### src/rtl/soc_ctrl_sequencer_pkg.sv
// Shared opcodes, FSM states and helpers for the SOC control sequencer.
// Optional halt-drain timeout is enabled with SOC_CTRL_HALT_TIMEOUT_EN.
package soc_ctrl_sequencer_pkg;

    localparam logic [2:0] OP_NOP    = 3'd0;
    localparam logic [2:0] OP_HALT   = 3'd1;
    localparam logic [2:0] OP_RESUME = 3'd2;
    localparam logic [2:0] OP_STEP   = 3'd3;
    localparam logic [2:0] OP_REG_RD = 3'd4;
    localparam logic [2:0] OP_REG_WR = 3'd5;

    localparam logic RSP_OK  = 1'b0;
    localparam logic RSP_ERR = 1'b1;

    typedef enum logic [3:0] {
        S_RUN,
        S_DRAIN,
        S_HALTED,
        S_STEP_RUN,
        S_STEP_DRAIN,
        S_REG_RD,
        S_REG_RD_CAP,
        S_REG_WR,
        S_RSP
    } state_e;

    function automatic logic op_legal(input logic [2:0] op);
        return op <= OP_REG_WR;
    endfunction

endpackage

### src/rtl/soc_ctrl_halt_timer.sv
// Wait-cycle counter with expiry flag for halt/step draining.
// Instantiated only when SOC_CTRL_HALT_TIMEOUT_EN is defined.
module soc_ctrl_halt_timer #(
    parameter int LIMIT = 1024,
    parameter int CW    = $clog2(LIMIT + 1)
) (
    input  logic          CLK,
    input  logic          RST,
    input  logic          clr,
    input  logic          en,
    output logic [CW-1:0] count,
    output logic          expired
);

    assign expired = (count == CW'(LIMIT));

    always_ff @(posedge CLK) begin
        if (RST || clr) begin
            count <= '0;
        end else if (en && !expired) begin
            count <= count + 1'b1;
        end
    end

endmodule

### src/rtl/soc_ctrl_sequencer.sv
// Halt/resume/step and register-file access sequencer for the rv32i core.
// Define SOC_CTRL_HALT_TIMEOUT_EN to abort stuck HALT/STEP drains.
module soc_ctrl_sequencer
    import soc_ctrl_sequencer_pkg::*;
#(
    parameter int DATA_W       = 32,
    parameter int REG_ADDR_W   = 5,
    parameter bit BOOT_HALTED  = 1'b0,
    parameter int HALT_TIMEOUT = 1024
) (
    input  logic                  CLK,
    input  logic                  RST,
    input  logic                  cmd_valid,
    output logic                  cmd_ready,
    input  logic [2:0]            cmd_op,
    input  logic [REG_ADDR_W-1:0] cmd_addr,
    input  logic [DATA_W-1:0]     cmd_data,
    output logic                  rsp_valid,
    input  logic                  rsp_ready,
    output logic [DATA_W-1:0]     rsp_data,
    output logic                  rsp_err,
    input  logic                  core_idle,
    input  logic                  retire,
    output logic                  pc_stall,
    output logic                  cm_cpu_stop,
    output logic                  cm_regfile_we,
    output logic [REG_ADDR_W-1:0] cm_read_write_regfile_addr,
    output logic [DATA_W-1:0]     cm_write_regfile_dat,
    input  logic [DATA_W-1:0]     cm_read_regfile_dat,
    output logic                  halted
);

    localparam int TW = $clog2(HALT_TIMEOUT + 1);

    state_e                state, state_n;
    logic                  ret_halt, ret_halt_n;
    logic                  pc_stall_n, stop_n, halted_n;
    logic                  rsp_valid_n, rsp_err_n, we_n;
    logic [DATA_W-1:0]     rsp_data_n, wdata_n;
    logic [REG_ADDR_W-1:0] addr_n;
    logic                  accept, tmo;
    logic [TW-1:0]         tmr_cnt;

    assign cmd_ready = (state == S_RUN) || (state == S_HALTED);
    assign accept    = cmd_valid && cmd_ready;

`ifdef SOC_CTRL_HALT_TIMEOUT_EN
    logic wait_st, tmr_clr;

    assign wait_st = state inside {S_DRAIN, S_STEP_RUN, S_STEP_DRAIN};
    assign tmr_clr = (state_n != state) &&
                     (state_n inside {S_DRAIN, S_STEP_RUN, S_STEP_DRAIN});

    soc_ctrl_halt_timer #(
        .LIMIT(HALT_TIMEOUT),
        .CW   (TW)
    ) u_timer (
        .CLK    (CLK),
        .RST    (RST),
        .clr    (tmr_clr),
        .en     (wait_st),
        .count  (tmr_cnt),
        .expired(tmo)
    );
`else
    assign tmo     = 1'b0;
    assign tmr_cnt = '0;
`endif

    always_comb begin
        state_n     = state;
        ret_halt_n  = ret_halt;
        pc_stall_n  = pc_stall;
        stop_n      = cm_cpu_stop;
        halted_n    = halted;
        rsp_valid_n = rsp_valid;
        rsp_err_n   = rsp_err;
        rsp_data_n  = rsp_data;
        we_n        = 1'b0;
        addr_n      = cm_read_write_regfile_addr;
        wdata_n     = cm_write_regfile_dat;
        unique case (state)
            S_RUN: begin
                if (accept) begin
                    ret_halt_n  = 1'b0;
                    state_n     = S_RSP;
                    rsp_valid_n = 1'b1;
                    rsp_data_n  = '0;
                    rsp_err_n   = RSP_ERR;
                    unique case (1'b1)
                        !op_legal(cmd_op): ;
                        cmd_op == OP_HALT: begin
                            state_n     = S_DRAIN;
                            rsp_valid_n = 1'b0;
                            rsp_err_n   = RSP_OK;
                            pc_stall_n  = 1'b1;
                        end
                        cmd_op == OP_RESUME,
                        cmd_op == OP_NOP: rsp_err_n = RSP_OK;
                        default: ;
                    endcase
                end
            end
            S_HALTED: begin
                if (accept) begin
                    ret_halt_n  = 1'b1;
                    state_n     = S_RSP;
                    rsp_valid_n = 1'b1;
                    rsp_data_n  = '0;
                    rsp_err_n   = RSP_OK;
                    unique case (1'b1)
                        !op_legal(cmd_op): rsp_err_n = RSP_ERR;
                        cmd_op == OP_RESUME: begin
                            ret_halt_n = 1'b0;
                            pc_stall_n = 1'b0;
                            stop_n     = 1'b0;
                            halted_n   = 1'b0;
                        end
                        cmd_op == OP_STEP: begin
                            state_n     = S_STEP_RUN;
                            rsp_valid_n = 1'b0;
                            pc_stall_n  = 1'b0;
                            stop_n      = 1'b0;
                            halted_n    = 1'b0;
                        end
                        cmd_op == OP_REG_RD: begin
                            state_n     = S_REG_RD;
                            rsp_valid_n = 1'b0;
                            addr_n      = cmd_addr;
                        end
                        cmd_op == OP_REG_WR: begin
                            state_n     = S_REG_WR;
                            rsp_valid_n = 1'b0;
                            we_n        = 1'b1;
                            addr_n      = cmd_addr;
                            wdata_n     = cmd_data;
                        end
                        default: ;
                    endcase
                end
            end
            // The release cycle itself may carry the retire of the stepped insn.
            S_STEP_RUN: begin
                pc_stall_n = 1'b1;
                if (retire) begin
                    state_n = S_STEP_DRAIN;
                end
            end
            S_REG_RD:     state_n = S_REG_RD_CAP;
            S_REG_RD_CAP: begin
                state_n     = S_RSP;
                rsp_valid_n = 1'b1;
                rsp_err_n   = RSP_OK;
                rsp_data_n  = cm_read_regfile_dat;
            end
            S_REG_WR: begin
                state_n     = S_RSP;
                rsp_valid_n = 1'b1;
                rsp_err_n   = RSP_OK;
                rsp_data_n  = '0;
            end
            S_RSP: begin
                if (rsp_ready) begin
                    state_n     = ret_halt ? S_HALTED : S_RUN;
                    rsp_valid_n = 1'b0;
                    rsp_err_n   = RSP_OK;
                    rsp_data_n  = '0;
                end
            end
            default: ;
        endcase
        if ((state == S_DRAIN) || (state == S_STEP_DRAIN)) begin
            if (core_idle) begin
                state_n     = S_RSP;
                ret_halt_n  = 1'b1;
                stop_n      = 1'b1;
                halted_n    = 1'b1;
                rsp_valid_n = 1'b1;
                rsp_err_n   = RSP_OK;
                rsp_data_n  = '0;
            end
        end
        // Drain never finished: give up and assume the core keeps running.
        if (tmo && (state_n == state)) begin
            state_n     = S_RSP;
            ret_halt_n  = 1'b0;
            pc_stall_n  = 1'b0;
            stop_n      = 1'b0;
            halted_n    = 1'b0;
            rsp_valid_n = 1'b1;
            rsp_err_n   = RSP_ERR;
            rsp_data_n  = DATA_W'(tmr_cnt);
        end
    end

    always_ff @(posedge CLK) begin
        if (RST) begin
            state                      <= BOOT_HALTED ? S_HALTED : S_RUN;
            ret_halt                   <= BOOT_HALTED;
            pc_stall                   <= BOOT_HALTED;
            cm_cpu_stop                <= BOOT_HALTED;
            halted                     <= BOOT_HALTED;
            rsp_valid                  <= 1'b0;
            rsp_err                    <= 1'b0;
            rsp_data                   <= '0;
            cm_regfile_we              <= 1'b0;
            cm_read_write_regfile_addr <= '0;
            cm_write_regfile_dat       <= '0;
        end else begin
            state                      <= state_n;
            ret_halt                   <= ret_halt_n;
            pc_stall                   <= pc_stall_n;
            cm_cpu_stop                <= stop_n;
            halted                     <= halted_n;
            rsp_valid                  <= rsp_valid_n;
            rsp_err                    <= rsp_err_n;
            rsp_data                   <= rsp_data_n;
            cm_regfile_we              <= we_n;
            cm_read_write_regfile_addr <= addr_n;
            cm_write_regfile_dat       <= wdata_n;
        end
    end

    we_needs_stop: assert property (
        @(posedge CLK) disable iff (RST) cm_regfile_we |-> cm_cpu_stop
    );

endmodule

### config.mk
export PLATFORM = sky130hd
export DESIGN_NAME = soc_ctrl_sequencer
export DESIGN_NICKNAME = d
export VERILOG_FILES = /design/src/rtl/soc_ctrl_sequencer_pkg.sv /design/src/rtl/soc_ctrl_halt_timer.sv /design/src/rtl/soc_ctrl_sequencer.sv
export SDC_FILE = /design/constraint.sdc
export NUM_CORES = 1
export LEC_CHECK = 0
export CAP_MARGIN = 20
export CORE_MARGIN = 3
export CORE_UTILIZATION = 40
export DETAILED_ROUTE_END_ITERATION = 12
export GPL_TIMING_DRIVEN = 0
export PLACE_DENSITY = 0.88
export SETUP_SLACK_MARGIN = 0.2
export SKIP_CTS_REPAIR_TIMING = 1
export SYNTH_ARGS = -nofsm -noshare
export SYNTH_HDL_FRONTEND = slang
export SYNTH_HIERARCHICAL = 1
export SYNTH_SLANG_ARGS = --single-unit
### constraint.sdc
create_clock -name CLK -period 2.1 [get_ports CLK]
set_clock_uncertainty 0.2 [all_clocks]
set_input_delay 0.42 -clock CLK [delete_from_list [all_inputs] [get_ports CLK]]
set_output_delay 0.42 -clock CLK [all_outputs]
set_load 0.02 [all_outputs]
### Word-level counts from Yosys, hierarchy flattened

Cells that the tools add are included.

* word-level logic and storage cells: 100
* input bits: 78
* register bits: 80
* output and inout bits: 76

* reduce and logical (&&, ||, !) cells: 16
* mux-type cells: 53
* bitwise operators: 2
* equal/unequal tests: 17
* magnitude comparators: 1

Operators by type and width (count)
* two-way mux 32 bit: 4
* one-hot mux 32 bit (4 select lines): 1
* two-way mux 1 bit: 34
* two-way mux 4 bit: 7
* one-hot mux 4 bit (6 select lines): 1
* == test 4 x 3 -> 1 bit, second input constant: 4
* one-hot mux 4 bit (3 select lines): 1
* OR reduction 3 bit: 3
* == test 4 x 2 -> 1 bit, second input constant: 2
* one-hot mux 1 bit (4 select lines): 2
* OR reduction 2 bit: 4
* == test 3 x 2 -> 1 bit, second input constant: 2
* == test 3 bit, second input constant: 2
* inequality test 2 bit, second input constant: 3
* AND reduction 3 bit: 2
* AND reduction 5 bit: 1
* == test 4 x 1 -> 1 bit, second input constant: 1
* == test 4 bit, second input constant: 1
* zero test 4 bit: 1
* == test 3 x 1 -> 1 bit, second input constant: 1
* less-or-equal comparator 3 bit, second input constant: 1
* zero test 3 bit: 1
* one-hot mux 1 bit (3 select lines): 1
* nonzero test 3 bit: 1
* 6 further kinds: 8

### Longest topological paths before layout

* word-level depth: 7
* gate-level depth with buffers: 7
* mapped depth without buffers: 4

### Worst setup path before layout

No wires, ideal clock.

* path kind: register -> register
* from: register state[0]
* to: register cm_write_regfile_dat[3]
* path buffers: 2
* arrival: 1506 ps
* data required time: 1772 ps
* cell stages (with the launch flop): 7
* path slack: 267 ps
* period minus slack after synthesis: 1833 ps
* path through: dfxtp_1 > buf_6 > nor4b_4 > nand4_4 > buf_6 > mux2i_1 > nor2_1

* word-level cells in the longest chain between the ends: 4
* elaborated cells on any way between the ends: 5
* those cells by class: eq/ne (1); reduce/logical (4)

Ends and longest elaborated chain
* start: declaration: line soc_ctrl_sequencer.sv:35 `state_e state, state_n;`
* start signal: assignment: line soc_ctrl_sequencer.sv:198 `state <= BOOT_HALTED ? S_HALTED : S_RUN;`
* start signal: assignment: line soc_ctrl_sequencer.sv:210 `state <= state_n;`
* == test 4 x 2 -> 1 bit / zero test 4 bit (equally long branches): line soc_ctrl_sequencer.sv:44, soc_ctrl_sequencer.sv:82
* logical OR 1 bit: line soc_ctrl_sequencer.sv:44 `assign cmd_ready = (state == S_RUN) || (state == S_HALTED);`
* logical AND 1 bit: line soc_ctrl_sequencer.sv:45 `assign accept = cmd_valid && cmd_ready;`
* AND reduction 3 bit (no line) (*)
* end signal: assignment: line soc_ctrl_sequencer.sv:220 `cm_write_regfile_dat <= wdata_n;`
* end: declaration: line soc_ctrl_sequencer.sv:28 `output logic [DATA_W-1:0] cm_write_regfile_dat,`

Mark *: on every way between the ends. The rest lies on a longest branch, timed or not.
A chain may end at the register's enable or synchronous reset.

### Worst setup path after layout

* from: register state[2]
* to: output port cmd_ready

* word-level cells in the longest chain between the ends: 2
* elaborated cells on any way between the ends: 3
* those cells by class: eq/ne (1); reduce/logical (2)

Ends and longest elaborated chain
* == test 4 x 2 -> 1 bit / zero test 4 bit (equally long branches): line soc_ctrl_sequencer.sv:44
* logical OR 1 bit (*): line soc_ctrl_sequencer.sv:44
* end: declaration: line soc_ctrl_sequencer.sv:14 `output logic cmd_ready,`

Marked as above.

==> metrics.txt <==
outcome finished, final reports clean; Starting Density 0.415; Global Route Usage Sum 0.211; dpl cells 588; Worst setup SP type flop; RSZ-0062 raised after global routing yes; GRT overflow 0; Net Count, Synth 413; Chip Width 95.8 um; Design Area, Final 0.00549 sq mm; H-tree depth 3; layout cells sized above 1 0.127; core area 0.00777 sq mm; total wire length 10400 um; Worst-path clk slew 0.08 ns; Worst Path Required 1.48 ns; minimum clock period 1.98 ns; Tightest Hold Check Type reg -> reg; Relative slew margins 0.673; Synth Instances 335; Fin. Hold Viols 0; Die Area 0.00917 sq mm; Yosys warning count 6; Via density 5.37; synthesized area 0.00322 sq mm; TritonCTS Buffers 9; CP max stage delay 0.40 ns; critical path's top delay family buffers and inverters; predominant post-synthesis flop cell dfxtp_1; Layout Utilization 0.707; syn avg cell area 9.62 sq um; CTS max path bufs 2; endpoint type of the worst setup path primary output; DRT iter0 DRCs 142; Async S/R FF share, synth 0; worst-path cell chain buf_4, buf_4, nor3_2, buf_4; #FFs+latches synth 80; I/O pins 154; clk_lat worst skew 0.35 ns; total vias in the final route 3302; part of the cycle the worst path needs 0.942; Placed Area 0.00486 sq mm; Slew Limit Fails 0; worst path bufs/invs 3; global-route wire length before repair 15200 um; Final ANT Viol Nets 0; Worst-Margin Slew 0.485 ns; Post-synth EDFFs 0; RePlAce Congestion 0.872; Layout Cells excl Fill 615; Power Dens Cells 776 mW/mm^2; distinct cell type count after synthesis 42; Die H 95.8 um; Antenna diodes 0; initial antenna violation count 0; DRT Pass-1 Iters 4; HPWL after DPL 7180 um; MaxCap Viol Count 0; maximum VDD drop 0.560 mV; P_leak 3.59 nW; Final Setup Violations 0; Slowest-stage cell, CP dfxtp_1; clock root buffer clkbuf_8; sequential fraction of the synthesis area 0.497; pin count of the biggest net entering global routing 16; Layout area overhead 70.2%; WL/cell 17.0 um; nets 586; CTS Sinks 80; IO Port Bufs 151; drt drc 0; critical path class reg -> out; Max Clock Freq 505 MHz; vias in the first global route 3269; CTS tree yes; Critical Path Fanout Max 10; Arrival @ worst endpoint 1.36 ns; # rows 32; CP dominant cell by count buf_4
-- placed cells by master (no fill, tap or decap), drive strengths merged, types with 3 or more instances in the layout --
master / netlist / layout
nor2b: 4 / 4
dlymetal6s2s: 0 / 76
o21ai: 9 / 9
nand2: 7 / 7
clkinvlp: 0 / 3
mux2i: 37 / 37
dfxtp: 80 / 80
nand4: 4 / 4
a31oi: 6 / 6
a32oi: 32 / 32
buf: 13 / 19
clkbuf: 17 / 33
nor2: 74 / 74
nand2b: 8 / 8
clkdlybuf4s50: 0 / 74
inv: 3 / 6
a21oi: 8 / 8
nand3: 4 / 4
-- kinds of logic (layout without fill, tap and decap cells) --
kind of cell	count (synthesis)	in the layout	synth area share
flops	80	80	0.497
compound gates	71	71	0.165
mux	37	37	0.115
buf+inv	33	211	0.0504
simple gates	112	112	0.168
xor+xnor	2	2	0.00543
-- per-stage QoR --
stage	hold slack [ns]	total power [W]	setup TNS (ns)	setup slack, ns
after floorplan	0.272	0.00252	0	0.267
after global placement	0.261	0.00299	-29.83	-0.526
after detailed placement	0.280	0.00300	-30.91	-0.562
after CTS	0.291	0.00410	-5.43	-0.548
after global routing	0.316	0.00447	0	0.0469
final	0.280	0.00426	0	0.121
-- cells in the mapped netlist, types with 2 or more instances --
cell type | number | area [sq um]
a21o_1 | 2 | 15.0
a21oi_1 | 8 | 40.0
a22oi_1 | 2 | 15.0
a31oi_1 | 6 | 37.5
a32oi_1 | 32 | 280
and3b_1 | 2 | 17.5
buf_1 | 2 | 7.51
buf_2 | 7 | 35.0
buf_6 | 4 | 45.0
clkbuf_1 | 17 | 63.8
dfxtp_1 | 80 | 1600
inv_1 | 3 | 11.3
mux2i_1 | 37 | 370
nand2_1 | 7 | 26.3
nand2b_1 | 8 | 50.1
nand3_1 | 3 | 15.0
nand4_1 | 3 | 18.8
nor2_1 | 74 | 278
nor2b_1 | 4 | 25.0
nor3_1 | 2 | 10.0
nor3b_1 | 2 | 15.0
o211ai_1 | 2 | 15.0
o21ai_0 | 8 | 40.0
xor2_1 | 2 | 17.5
-- final cells by class --
class                      instances  area, sq um
buffer                            30          204
clock buffer                      10          138
tap                              102          128
sequential                        80         1600
inverter                           3         11.3
fill                             594         2280
timing repair buffer             162         1850
multi-input combinational        222         1500
clock inverter                     6         51.3
-- sequential cells by signal, indices dropped and copies added, names as in the netlist --
signal / count
cm_cpu_stop: 1
cm_read_write_regfile_addr: 5
cm_regfile_we: 1
cm_write_regfile_dat: 32
halted: 1
pc_stall: 1
ret_halt: 1
rsp_data: 32
rsp_err: 1
rsp_valid: 1
state: 4
-- where the power goes --
group	switching, W	internal (W)
Combinational	0.000863	0.000641
Clock	0.000622	0.000478
Sequential	0.0000625	0.00159
Total	0.00155	0.00271
-- per-layer routing --
layer | track usage | wire, um | vias up | share of wire
met1 | 0.226 | 3830 | 1571 | 0.37
met4 | 0.0889 | 239 | 0 | 0.023
met5 | 0 | 0 | - | 0
met2 | 0.368 | 5350 | 146 | 0.51
li1 | - | - | 1562 | -
met3 | 0.0829 | 1030 | 23 | 0.098
-- path summary, 6_finish.rpt --
kind	slack, ns	endpoint	cells past startpoint	startpoint
worst max-delay path	0.12	cmd_ready	4	state[2]
worst max register to register	0.18	rsp_data[25]	7	state[2]
worst min-delay path	0.28	rsp_err	2	rsp_err
worst min register to register	0.28	rsp_err	2	rsp_err
-- tightest hold or removal path, stage by stage (launching register included) --
cell     delay, ns
dfxtp_1       0.32
nand4_1       0.06
o21ai_0       0.06
(Power assumes the default switching activity.)
